$ cat src/rtl/pf_lanectrl_pause_sequencer.sv
// Round-robin sequencer for the lane controller's HS_IO_CLK_PAUSE input.
// Each grant is framed by setup, hold and guard intervals so the I/O clock is stopped around delay-code changes.
module pf_lanectrl_pause_sequencer #(
    parameter int NUM_REQ        = 4,
    parameter int SETUP_CYCLES   = 3,
    parameter int HOLD_CYCLES    = 2,
    parameter int GUARD_CYCLES   = 4,
    parameter int TIMEOUT_CYCLES = 255
) (
    input  logic               CLK,
    input  logic               RESET,
    input  logic [NUM_REQ-1:0] REQ,
    output logic [NUM_REQ-1:0] GNT,
    output logic               HS_IO_CLK_PAUSE,
    output logic               BUSY,
    output logic               TIMEOUT_ERR,
    output logic [2:0]         TIMEOUT_ID
);

    // Handshake: REQ is a level held by the requester until its work is done; GNT is the
    // one-hot answer, and only REQ of the current winner is observed while a window is open.

    typedef enum logic [2:0] {
        IDLE,
        SETUP,
        GRANT,
        HOLD,
        GUARD
    } state_t;

    state_t             state;
    logic [7:0]         cnt;
    logic [2:0]         ptr;
    logic [2:0]         win;
    logic [NUM_REQ-1:0] win_oh;

    logic               any_valid;
    logic               hi_valid;
    logic [2:0]         any_idx;
    logic [2:0]         hi_idx;
    logic [2:0]         pick_idx;
    logic [NUM_REQ-1:0] pick_oh;
    logic               req_win;
    logic [2:0]         ptr_next;

    // Lowest set bit at or above the pointer wins; otherwise wrap to the lowest set bit overall.
    always_comb begin
        any_valid = 1'b0;
        hi_valid  = 1'b0;
        any_idx   = '0;
        hi_idx    = '0;
        for (int k = NUM_REQ - 1; k >= 0; k--) begin
            if (REQ[k]) begin
                any_valid = 1'b1;
                any_idx   = 3'(k);
                if (k >= int'(ptr)) begin
                    hi_valid = 1'b1;
                    hi_idx   = 3'(k);
                end
            end
        end
        pick_idx = hi_valid ? hi_idx : any_idx;
        pick_oh  = {{(NUM_REQ-1){1'b0}}, 1'b1} << pick_idx;
    end

    assign req_win  = |(REQ & win_oh);
    assign ptr_next = (win == 3'(NUM_REQ - 1)) ? 3'd0 : win + 3'd1;

    always_ff @(posedge CLK or posedge RESET) begin
        if (RESET) begin
            state           <= IDLE;
            cnt             <= '0;
            ptr             <= '0;
            win             <= '0;
            win_oh          <= '0;
            GNT             <= '0;
            HS_IO_CLK_PAUSE <= 1'b0;
            BUSY            <= 1'b0;
            TIMEOUT_ERR     <= 1'b0;
            TIMEOUT_ID      <= '0;
        end else begin
            TIMEOUT_ERR <= 1'b0;
            case (state)
                IDLE: begin
                    if (any_valid) begin
                        win             <= pick_idx;
                        win_oh          <= pick_oh;
                        HS_IO_CLK_PAUSE <= 1'b1;
                        BUSY            <= 1'b1;
                        cnt             <= 8'(SETUP_CYCLES - 1);
                        state           <= SETUP;
                    end
                end
                SETUP: begin
                    // The grant is issued even if the winner already withdrew.
                    if (cnt == 8'd0) begin
                        GNT   <= win_oh;
                        cnt   <= 8'(TIMEOUT_CYCLES - 1);
                        state <= GRANT;
                    end else begin
                        cnt <= cnt - 8'd1;
                    end
                end
                GRANT: begin
                    if (!req_win) begin
                        GNT   <= '0;
                        ptr   <= ptr_next;
                        cnt   <= 8'(HOLD_CYCLES - 1);
                        state <= HOLD;
                    end else if (cnt == 8'd0) begin
                        GNT         <= '0;
                        ptr         <= ptr_next;
                        TIMEOUT_ERR <= 1'b1;
                        TIMEOUT_ID  <= win;
                        cnt         <= 8'(HOLD_CYCLES - 1);
                        state       <= HOLD;
                    end else begin
                        cnt <= cnt - 8'd1;
                    end
                end
                HOLD: begin
                    if (cnt == 8'd0) begin
                        HS_IO_CLK_PAUSE <= 1'b0;
                        cnt             <= 8'(GUARD_CYCLES - 1);
                        state           <= GUARD;
                    end else begin
                        cnt <= cnt - 8'd1;
                    end
                end
                GUARD: begin
                    if (cnt == 8'd0) begin
                        BUSY  <= 1'b0;
                        state <= IDLE;
                    end else begin
                        cnt <= cnt - 8'd1;
                    end
                end
                default: begin
                    GNT             <= '0;
                    HS_IO_CLK_PAUSE <= 1'b0;
                    BUSY            <= 1'b0;
                    state           <= IDLE;
                end
            endcase
        end
    end

endmodule

$ cat config.mk
export PLATFORM = sky130hd
export DESIGN_NAME = pf_lanectrl_pause_sequencer
export DESIGN_NICKNAME = d
export VERILOG_FILES = /design/src/rtl/pf_lanectrl_pause_sequencer.sv
export SDC_FILE = /design/constraint.sdc
export NUM_CORES = 1
export LEC_CHECK = 0
export BUFFER_PORTS_ARGS = -buffer_cell sky130_fd_sc_hd__clkbuf_2
export CORE_MARGIN = 2
export CORE_UTILIZATION = 35
export CTS_CLUSTER_DIAMETER = 50
export DETAILED_ROUTE_END_ITERATION = 10
export SLEW_MARGIN = 40
export SYNTH_ARGS = -nofsm -noshare
export SYNTH_HDL_FRONTEND = slang
export SYNTH_SLANG_ARGS = --single-unit
$ cat constraint.sdc
create_clock -name CLK -period 3.7 [get_ports CLK]
set_input_delay 0.37 -clock CLK [delete_from_list [all_inputs] [get_ports CLK]]
set_output_delay 0.37 -clock CLK [all_outputs]
set_load 0.02 [all_outputs]
==> results.tsv <==
metric	value	unit
outcome	completed	
total grt overflow	0	
Lkg Pwr	0.741	nW
critical path endpoint category	register	
Die Footprint	5060	sq um
Rel. slew slack	0.601	
DRT Pass-1 Iters	4	
cts hold-fix bufs	0	
chip height	71.1	um
Root Buffer	clkbuf_8	
CTS clk-pin slew, worst paths	0.10	ns
post-synthesis cell type count	51	
fin nets	182	
FF+latch count, synth	28	
cells after synthesis	161	
fin crit period	2.46	ns
first-pass GRT wire length	5.91	mm
Final setup violation count	0	
pwr dens	733	nW/um^2
routed len/inst	15.1	um
Vias/cell	5.73	
maximum root-to-sink buffer count	2	
CTS tree	yes	
H-tree Lvls	1	
area of the mapped netlist	1580	sq um
antenna viol nets, final	0	
Synth top cells by count	28 x dfrtp_1, 17 x nor2_1, 15 x nand2_1, 13 x o21ai_0, 9 x a22o_1	
fill count	431	
ant diodes	0	
ys flop type	dfrtp_1	
clock latency on the worst-skew pair	0.28	ns
# IOs	16	
CTS Buf Count	3	
max-cap violation count	0	
Post-synth EDFFs	0	
Tightest Pin Transition	0.593	ns
GRT Overall Usage	0.148	
dominant cell type by area after synthesis	dfrtp_1	
total nets after synthesis	169	
RSZ-0062 raised after global routing	no	
total wire length	3.39	mm
Starting DRT DRC Count	49	
vias	1289	
Achievable Freq	406	MHz
postcts setup bufs	0	
Avg Inst Size Synth	9.79	sq um
largest net degree at the start of global routing	29	
Setup Skew	0.00702	ns
crit share post-route	0.665	
peak supply drop	0.270	mV
Layout area overhead	11.3	%
CP Data Arrival Time	2.63	ns
core region area	4350	sq um
CP Launch Type	register	
post-route DRC violation count	0	
Final Hold Fails	0	
crit-path max FO	12	
dpl hpwl	2.53	mm
count leader, synth	dfrtp_1	
port bufs	14	
Yosys top cell area share	0.444	
Async S/R FF share, synth	1.00	
TNS Setup	0	ns
kind of path behind the tightest hold check	in2async	
final max-slew violation count	0	
Die X	71.1	um
Synth area leaders	dfrtp_1 44%, a22o_1 5.0%, o21ai_0 4.1%, nor2_1 4.0%, mux2_2 3.6%	
required time worst endpoint	3.87	ns
vias in the first global route	1269	
register area share after synthesis	0.444	
YS warnings	0	
Critical Setup Path Class	reg2reg	
# rows	24	
Final Core Density	0.403	
CTS sink cnt	28	
share of layout cells above drive strength 1	0.162	
Final Wtd Congestion	0.859	
worst hold slack	0.122	ns
Starting Density	0.362	
post-CTS resize count	0	
antenna violations before repair	0	
==> flip-flops by register name, summed over array words and instances (netlist names) <==
name             flops
state                3
TIMEOUT_ERR          1
BUSY                 1
TIMEOUT_ID           2
GNT                  4
ptr                  2
cnt                  8
HS_IO_CLK_PAUSE      1
win_oh               4
win                  2
==> metal layers <==
layer,up-vias,global-route usage,wire (um)
li1,640,-,-
met4,0,0.0461,48
met1,612,0.188,1540
met3,4,0.0370,139
met2,33,0.247,1670
met5,-,0,0
==> worst paths after layout <==
check / from / end / slack (ns) / depth (start not counted)
setup / recovery: cnt[0] / cnt[2] / 1.24 / 7
hold / removal: RESET / win_oh[3] / 0.12 / 2
setup reg to reg: cnt[0] / cnt[2] / 1.24 / 7
hold reg to reg: GNT[2] / GNT[2] / 0.51 / 1
max in group asynchronous: RESET / cnt[1] / 3.19 / 2
min in group CLK: GNT[2] / GNT[2] / 0.51 / 1
==> cell usage in the layout, fill, tap and decap left out, drive strengths merged, types with 2 or more instances in the layout <==
cell type	netlist	routed
nand2b	2	2
o21ai	13	13
ha	2	2
inv	4	4
o221ai	2	2
nor4	2	2
mux2	5	5
nor2b	4	4
o22ai	2	2
nor3	6	6
a21oi	6	6
nand3	4	4
dfrtp	28	28
o31ai	3	3
nand3b	2	2
nor2	17	17
nand2	15	15
a22o	9	9
clkbuf	3	17
a31oi	2	2
o41ai	3	3
==> where the power goes <==
group	switching (mW)	internal (mW)	total, mW
clock network	0.0976	0.145	0.243
registers	0.140	0.414	0.554
logic	0.266	0.224	0.490
==> worst max-delay path, stage by stage, from the launching register on <==
cell and delay, ns:
dfrtp_1 0.45, inv_1 0.08, ha_1 0.21, nor4b_1 0.32
nand2_1 0.29, a31oi_2 0.61, nor4bb_1 0.12, a221o_1 0.27
==> kinds of logic (layout without fill, tap and decap cells) <==
logic type / count (synthesis) / after routing / synth area share
flops: 28 / 28 / 0.444
simple gates: 60 / 60 / 0.199
fa+ha+maj: 2 / 2 / 0.0159
other cells: 1 / 1 / 0.00238
mux: 6 / 6 / 0.0421
compound gates: 53 / 53 / 0.259
xor+xnor: 1 / 1 / 0.00556
buf+inv: 10 / 22 / 0.0317
==> cell type report <==
cell class | count | area, sq um | share of cell area
clock inverters | 1 | 30.0 | 0.0171
repair buffers | 14 | 70.1 | 0.0399
multi-input cells | 123 | 833 | 0.475
clock buffers | 3 | 41.3 | 0.0235
inverters | 4 | 15.0 | 0.00855
well taps | 52 | 65.1 | 0.0371
flip-flops and latches | 28 | 701 | 0.399
==> stage by stage <==
stage | setup WS, ns | power (mW) | instances | area (sq um)
after floorplan | 1.59 | 0.926 | 161 | 1580
after CTS | 1.28 | 1.30 | 225 | 1750
after detailed placement | 1.29 | 1.05 | 221 | 1680
after global routing | 0.994 | 1.39 | 225 | 1760
after global placement | 1.17 | 1.03 | 221 | 1680
final | 1.24 | 1.29 | 225 | 1760
No activity file was read; power rests on OpenSTA's default activity.
